==> src/rtl/nonrestoring_div16_pkg.sv <==
// Shared types and constants for the 32/16 unsigned non-restoring divider.
// Optional feature macro: DIV0_CHECK_EN (divide-by-zero short cut).
package nonrestoring_div16_pkg;

    localparam int DW        = 16;
    localparam int CNT_W     = $clog2(DW);
    localparam int ITER_LAST = DW - 1;

    typedef enum logic [3:0] {
        LD_A0,
        LD_A,
        LD_Q0,
        LD_Q,
        LD_M0,
        LD_M,
        SHIFT,
        ADDSUB,
        CORRECT,
        OUT_R,
        OUT_Q,
        DONE
    } state_t;

endpackage

==> src/rtl/nonrestoring_div16_addsub17.sv <==
// Combinational 17-bit {S,A} +/- {0,M}; subtract is add of ~{0,M} with cin=1.
// Carry out of bit 16 is discarded.
module div_addsub17
    import nonrestoring_div16_pkg::*;
(
    input  logic [DW:0]   sa,
    input  logic [DW-1:0] m,
    input  logic          sub,
    output logic [DW:0]   sum
);

    logic [DW:0] operand;

    // Invert the zero-extended divisor for subtraction, carry-in supplies the +1.
    always_comb begin
        operand = sub ? ~{1'b0, m} : {1'b0, m};
        sum     = sa + operand + {{DW{1'b0}}, sub};
    end

endmodule

==> src/rtl/nonrestoring_div16.sv <==
// Sequential unsigned non-restoring divider, serial operand load and result unload.
// Optional feature macro: DIV0_CHECK_EN (zero divisor skips iterations, returns all ones).
module nonrestoring_div16
    import nonrestoring_div16_pkg::*;
(
    input  logic          clk,
    input  logic          rst_b,
    input  logic [DW-1:0] inbus,
    output logic [DW-1:0] outbus
);

    state_t           state;
    logic [CNT_W-1:0] counter;
    logic [DW-1:0]    a;
    logic [DW-1:0]    q;
    logic [DW-1:0]    m;
    logic             s;
    // Sign of the partial remainder before the shift; the shift pushes it out of S,
    // but it is what decides between add and subtract in the following step.
    logic             sgn;
    logic [DW:0]      sum;
    logic             sub;

    // Subtract only on an iteration step whose previous remainder was non-negative.
    always_comb begin
        sub = (state == ADDSUB) ? ~sgn : 1'b0;
    end

    div_addsub17 u_addsub (
        .sa  ({s, a}),
        .m   (m),
        .sub (sub),
        .sum (sum)
    );

    // Control FSM with the datapath registers and the registered output bus.
    always_ff @(posedge clk) begin
        if (rst_b) begin
            state   <= LD_A0;
            counter <= '0;
            a       <= '0;
            q       <= '0;
            m       <= '0;
            s       <= 1'b0;
            sgn     <= 1'b0;
            outbus  <= '0;
        end else begin
            unique case (state)
                LD_A0: state <= LD_A;
                LD_A: begin
                    a     <= inbus;
                    s     <= 1'b0;
                    state <= LD_Q0;
                end
                LD_Q0: state <= LD_Q;
                LD_Q: begin
                    q     <= inbus;
                    state <= LD_M0;
                end
                LD_M0: state <= LD_M;
                LD_M: begin
                    m       <= inbus;
                    counter <= '0;
`ifdef DIV0_CHECK_EN
                    if (inbus == '0) begin
                        a      <= '1;
                        q      <= '1;
                        outbus <= '1;
                        state  <= OUT_R;
                    end else begin
                        state <= SHIFT;
                    end
`else
                    state <= SHIFT;
`endif
                end
                SHIFT: begin
                    {s, a, q} <= {a, q, 1'b0};
                    sgn       <= s;
                    state     <= ADDSUB;
                end
                ADDSUB: begin
                    {s, a}  <= sum;
                    q[0]    <= ~sum[DW];
                    counter <= counter + 1'b1;
                    if (counter == CNT_W'(ITER_LAST)) begin
                        state <= CORRECT;
                    end else begin
                        state <= SHIFT;
                    end
                end
                CORRECT: begin
                    if (s) begin
                        {s, a} <= sum;
                        outbus <= sum[DW-1:0];
                    end else begin
                        outbus <= a;
                    end
                    state <= OUT_R;
                end
                OUT_R: begin
                    outbus <= q;
                    state  <= OUT_Q;
                end
                OUT_Q: begin
                    outbus <= '0;
                    state  <= DONE;
                end
                DONE: begin
                    outbus <= '0;
                end
                default: begin
                    outbus <= '0;
                    state  <= LD_A0;
                end
            endcase
        end
    end

endmodule

==> config.mk <==
export PLATFORM = sky130hd
export DESIGN_NAME = nonrestoring_div16
export DESIGN_NICKNAME = d
export VERILOG_FILES = /design/src/rtl/nonrestoring_div16_pkg.sv /design/src/rtl/nonrestoring_div16_addsub17.sv /design/src/rtl/nonrestoring_div16.sv
export SDC_FILE = /design/constraint.sdc
export NUM_CORES = 1
export LEC_CHECK = 0
export CORE_MARGIN = 1.5
export CORE_UTILIZATION = 40
export DETAILED_ROUTE_END_ITERATION = 8
export SETUP_SLACK_MARGIN = 0.1
export SYNTH_ARGS = -nofsm -noshare
export SYNTH_HDL_FRONTEND = slang
export SYNTH_SLANG_ARGS = --single-unit
==> constraint.sdc <==
create_clock -name clk -period 3.39 [get_ports clk]
set_input_delay 0.678 -clock clk [delete_from_list [all_inputs] [get_ports clk]]
set_output_delay 0.678 -clock clk [all_outputs]
set_load 0.1 [all_outputs]
==> out/metrics.csv, run 1 <==
metric,value,unit
power_density,389,nW/um^2
layout_common_cells,"nand2_1, dfxtp_1, a21oi_1",
period_share,96.9,%
status,"finished, final reports clean",
crit_family,simple AND/OR/NAND/NOR gates,
cts_sinks,74,
synth_edf_count,0,
yosysSeqAreaShare,35.4,%
dp_hpwl,9360,um
reg2reg_depth,11,
cp_max_fo,3,
yosys.area.top_type,dfxtp_1,
multi_input_area,2600,um^2
crit_path_start_kind,flip-flop,
syn-num-nets,568,
drv_cap,0,
synthFlopType,dfxtp_1,
clock_skew,12.4,ps
antenna_found_initial,0,
holdPathEnd,m[10]$_SDFFE_PP0P_,
crit_slowest_cell,or4_4,
gp_congestion,0.863,
final_util,48.9,%
seq_area,1490,um^2
cts_tree,built,
placed_area,4730,um^2
cp.arrival,3570,ps
yosysTopAreaCellShare,35.4,%
cts_max_level,3,
grt_setup_unrepaired,true,
antenna_cells,0,
syn_area_per_cell,7.85,um^2
yosysWarnings,0,
ys_top_cells_by_area,"dfxtp_1, nand2_1, a21oi_1",
drc,0,
relSlewSlack,30.4,%
wl_per_cell,19.4,um
layoutNonFillerInstCount,708,
hold_start,m[10]$_SDFFE_PP0P_,
area_growth,19.5,%
drt-initial-drc-count,340,
crit_chain,nand3_2 > or3_4 > xnor2_2 > ha_1 > or4b_1 > o21a_1 > or4_4 > a311oi_2 > xor2_1 > nand2_1 > a221oi_2,
period_needed,3290,ps
grt_max_degree,53,
first_pass_iters,8,
vias,4223,
cts_buffers,9,
tns,0,ps
synth_cell_types,52,
initial_core_util,40.9,%
netlist_instances,533,
clkSlewWorstSetupHoldPaths,90,ps
clockBufferDepth,2,
cpPeakStageDelay,440,ps
leakage,1.87,nW
fin_nets,602,
required,3670,ps
grt-ovfl-total,0,
path_class,flip-flop to flip-flop,
dp_cells,691,
slew_violations,0,
fillCellCount,1031,
fp.dieW,105,um
vdd_drop_max,252,uV
r2r-start,state[2]$_SDFFE_PP0P_,
path_buf_inv,0,
final_common_cell,nand2_1,
ioPinCount,34,
grt_pass1_wl,21900,um
max_freq,304,MHz
io_buffers,33,
final_cell_area,5000,um^2
avgViaCountPerCell,5.96,
timing.rr.end,a[13]$_SDFFE_PP0P_,
synth_area,4190,um^2
hold_violations,0,
cts-root-buf,clkbuf_8,
hold_ws,472,ps
post-place-ws,58.3,ps
die_h,105,um
end_kind,flip-flop,
core-area,10200,um^2
synth_seq_cells,74,
drive_above_1_share,14.0,%
whs_path_depth,2,
crit_start,state[2]$_SDFFE_PP0P_,
synthArstFlopShare,0,%
grt_pass1_vias,4067,
clock_latency,370,ps
setup_slack,104,ps
hp-class,flip-flop to flip-flop,
setup_violations,0,
routed_wl,13700,um
r2r_setup_slack,100,ps
core.rowCount,37,
worstMarginPinSlew,1040,ps
final_antenna_net_count,0,
grtUsageTotal,25.4,%
totalPowerFinal,1.95,mW
die_area,11100,um^2
[synthesized netlist by cell type, types with 2 or more instances]
cell type	instances
mux2_2	2
and4_1	2
inv_1	5
a222oi_1	10
mux2i_1	2
ha_1	16
nand3b_1	2
nand2_1	105
xnor2_1	26
o21ai_0	13
a22oi_1	24
o21a_1	6
o211ai_1	3
and2_1	2
a22o_1	2
nor3_1	6
dfxtp_1	74
or2_2	2
xor2_1	6
nor4_1	3
a2111oi_0	2
nor2b_1	4
a21o_1	7
a211oi_1	4
a21oi_1	68
nand2b_1	4
a221oi_1	9
or3_1	3
nor2_1	39
a31oi_1	6
a221o_1	2
clkbuf_1	37
nand3_1	8
a311oi_1	6
and3_1	6
[registers in the layout, summed over array words and instances (netlist names)]
register and flops:
state 4, s 1, sgn 1, a 16, outbus 16, m 16, q 16, counter 4
[worst max-delay path by stage]
| stage | end | slack, ps | cells after the start |
|---|---|---|---|
| 4_1_cts | a[13]$_SDFFE_PP0P_ | 110 | 11 |
| 5_1_grt | a[13]$_SDFFE_PP0P_ | -110 | 11 |
| 3_3_place_gp | a[13]$_SDFFE_PP0P_ | 100 | 11 |
| 3_5_place_dp | a[7]$_SDFFE_PP0P_ | 60 | 12 |
| 6_report | a[13]$_SDFFE_PP0P_ | 100 | 11 |
| 2_1_floorplan | a[13]$_SDFFE_PP0P_ | 40 | 13 |
[logic make-up after synthesis]
group,count (synthesis),share of synthesized area (%)
adder cells (fa/ha/maj),17,5.26
AO/OA/AOI/OAI,173,27.9
XOR/XNOR,32,6.69
buffers and inverters,43,3.89
AND/OR/NAND/NOR,190,19.8
multiplexers,4,1.02
flip-flops,74,35.4
[what timing repair did]
| action | 4_1_cts | 5_1_grt |
|---|---|---|
| gates resized for setup | 2 | 14 |
| setup buffers | 0 | 1 |
| setup endpoints to repair | 3 | 15 |
| hold buffers | 0 | 0 |
| pin swaps | 2 | 6 |
[tightest hold or removal path: stages (launching register included)]
cell,delay [ps]
dfxtp_1,330
nand2_1,50
a21oi_1,50
[final cells by class]
cell class	count	share of cell area [%]
clock inverter	6	1.83
sequential	74	29.7
clock buffer	10	2.55
multi-input combinational	416	52.0
timing repair buffer	61	10.2
inverter	5	0.375
tap	136	3.40
[per-layer routing]
layer	routed length, um	global-route usage, %
met1	6190	34.1
met2	6360	40.9
met3	894	4.82
met4	296	8.71
met5	0	0
[power breakdown]
group,total (mW),internal [mW],leakage (nW),switching (mW)
logic,0.238,0.0986,1.16,0.139
registers,0.927,0.896,0.601,0.0312
clock network,0.783,0.417,0.110,0.365
(Power assumes the default switching activity.)
==> run 2, diff against run 1 <==
--- a/config.mk
+++ b/config.mk
@@ -7,7 +7,9 @@
 export LEC_CHECK = 0
 export CORE_MARGIN = 1.5
 export CORE_UTILIZATION = 40
+export CTS_CLUSTER_SIZE = 25
 export DETAILED_ROUTE_END_ITERATION = 8
+export REMOVE_ABC_BUFFERS = 1
 export SETUP_SLACK_MARGIN = 0.1
 export SYNTH_ARGS = -nofsm -noshare
 export SYNTH_HDL_FRONTEND = slang
==> run 2 against run 1 <==
Power decreased by 8.3%. Routed wire length decreased by 5.8%. Highest routed layer unchanged. Combinational power about the same. Sequential power about the same. Critical path depth unchanged. Design area decreased by 0.33%. Via count decreased by 1.4%. Utilization decreased by 0.16 points. First-iteration DRC count increased by 4.7%. Sequential share of layout area increased by 0.097 points. Largest cell class unchanged. Worst hold slack about the same.
==> out/metrics.csv, run 2 (synthesized netlist as in run 1, its figures left out) <==
metric,value,unit,change
fp.dieW,105,um,unchanged
grt_setup_unrepaired,true,,
hold_violations,0,,unchanged
period_share,96.1,%,-0.86 points
cts-root-buf,clkbuf_8,,
hold_start,outbus[7]$_SDFFE_PP0N_,,
worstMarginPinSlew,961,ps,-83.5 ps
cts_max_level,3,,unchanged
core.rowCount,37,,unchanged
antenna_found_initial,0,,unchanged
path_class,flip-flop to flip-flop,,
crit_chain,nand3_2 > or3_4 > xnor2_2 > ha_1 > or4b_1 > o21a_1 > or4_4 > a311oi_2 > xor2_1 > nand2_1 > a221oi_2,,
cpPeakStageDelay,430,ps,about the same
drc,0,,unchanged
cts_buffers,9,,unchanged
avgViaCountPerCell,5.90,,-1.2%
wl_per_cell,18.3,um,-5.6%
cts_sinks,74,,unchanged
clockBufferDepth,2,,unchanged
crit_path_start_kind,flip-flop,,
clock_latency,380,ps,about the same
holdPathEnd,outbus[7]$_SDFFE_PP0N_,,
cts_tree,built,,
first_pass_iters,5,,-3
die_h,105,um,unchanged
power_density,358,nW/um^2,-8.0%
area_growth,19.1,%,
timing.rr.end,a[13]$_SDFFE_PP0P_,,
clkSlewWorstSetupHoldPaths,80,ps,about the same
clock_skew,16.0,ps,+3.62 ps
whs_path_depth,2,,unchanged
drv_cap,0,,unchanged
leakage,1.86,nW,-0.31%
final_common_cell,nand2_1,,
fin_nets,604,,+0.33%
gp_congestion,0.951,,+10%
cp_max_fo,2,,-1
grtUsageTotal,24.1,%,-1.3 points
antenna_cells,0,,unchanged
crit_slowest_cell,or4b_1,,
layout_common_cells,"nand2_1, dfxtp_1, a21oi_1",,
cp.arrival,3540,ps,-30 ps
hold_ws,472,ps,-0.147 ps
drive_above_1_share,14.4,%,+0.40 points
reg2reg_depth,11,,unchanged
r2r_setup_slack,130,ps,+30 ps
end_kind,flip-flop,,
hp-class,flip-flop to flip-flop,,
slew_violations,0,,unchanged
setup_violations,0,,unchanged
grt_pass1_wl,21000,um,-4.1%
required,3670,ps,about the same
final_cell_area,4990,um^2,-0.33%
routed_wl,12900,um,-5.8%
r2r-start,state[0]$_SDFFE_PP0P_,,
grt_max_degree,34,,-36%
grt-ovfl-total,0,,unchanged
vias,4162,,-1.4%
ioPinCount,34,,unchanged
grt_pass1_vias,4006,,-1.5%
vdd_drop_max,156,uV,-38%
final_antenna_net_count,0,,unchanged
period_needed,3260,ps,-29.1 ps
max_freq,307,MHz,+0.90%
dp_hpwl,8660,um,-7.5%
drt-initial-drc-count,356,,+4.7%
io_buffers,33,,unchanged
initial_core_util,40.9,%,unchanged
relSlewSlack,35.7,%,+5.4 points
die_area,11100,um^2,unchanged
core-area,10200,um^2,unchanged
placed_area,4650,um^2,-1.7%
status,"finished, final reports clean",,
[run 2: changes by cell type in the layout (fill, tap and decap cells not counted), sizes merged]
cell           delta
buf               +4
bufinv            -2
clkbuf            +2
clkdlybuf4s50     -2
clkinv            -4
[run 2: where the power goes]
| part | leakage (nW) | switching (mW) | internal (mW) |
|---|---|---|---|
| logic | 1.18 | 0.138 | 0.101 |
| registers | 0.601 | 0.0289 | 0.896 |
| clock network | 0.0863 | 0.311 | 0.310 |
[run 2: stage by stage]
stage	setup slack [ps]	instances	TNS (ps)	util, %	power, mW
after floorplan	-408	495	-1340	-	1.07
after global placement	122	681	0	45.4	1.16
after detailed placement	55.4	681	0	45.4	1.17
after CTS	83.4	697	0	47.5	1.78
after global routing	29.5	706	0	48.7	1.86
final	133	706	0	48.7	1.79
[run 2: worst max-delay path by stage]
stage / start / endpoint / slack, ps
floorplan: state[2]$_SDFFE_PP0P_ / outbus[13]$_SDFFE_PP0N_ / -410
global placement: state[2]$_SDFFE_PP0P_ / outbus[13]$_SDFFE_PP0N_ / 120
detailed placement: state[1]$_SDFFE_PP0P_ / a[13]$_SDFFE_PP0P_ / 60
CTS: state[0]$_SDFFE_PP0P_ / a[13]$_SDFFE_PP0P_ / 80
global route: state[2]$_SDFFE_PP0P_ / a[13]$_SDFFE_PP0P_ / 30
finish: state[0]$_SDFFE_PP0P_ / a[13]$_SDFFE_PP0P_ / 130
[run 2: critical path: cells and delay by family (launching register included)]
| family | cells | cell delay (ps) |
|---|---|---|
| DFF | 1 | 350 |
| xor gates and xnor gates | 2 | 380 |
| adders and majority gates | 1 | 290 |
| and+or+nand+nor | 5 | 1400 |
| AOI/OAI and AO/OA | 3 | 730 |
[run 2: layer usage]
| metal | up-vias | global-route usage [%] | wire [um] |
|---|---|---|---|
| met2 | 139 | 39.1 | 6070 |
| met3 | 17 | 4.51 | 779 |
| met1 | 1998 | 32.3 | 5910 |
| met5 | - | 0 | 0 |
| li1 | 2008 | - | - |
| met4 | 0 | 8.02 | 172 |
[run 2: area by class of cell]
type	instances	area, um^2
Clock buffer	12	165
Multi-Input combinational cell	416	2600
Sequential cell	74	1490
Tap cell	136	170
Fill cell	990	5250
Inverter	5	18.8
Timing Repair Buffer	63	544
[run 2: what timing repair did]
| action | in CTS | in global routing |
|---|---|---|
| buffers inserted | 4 | 9 |
| resized for setup | 7 | 15 |
| hold buffers | 0 | 0 |
| endpoints found under the setup margin | 2 | 13 |
| pin swaps | 10 | 10 |
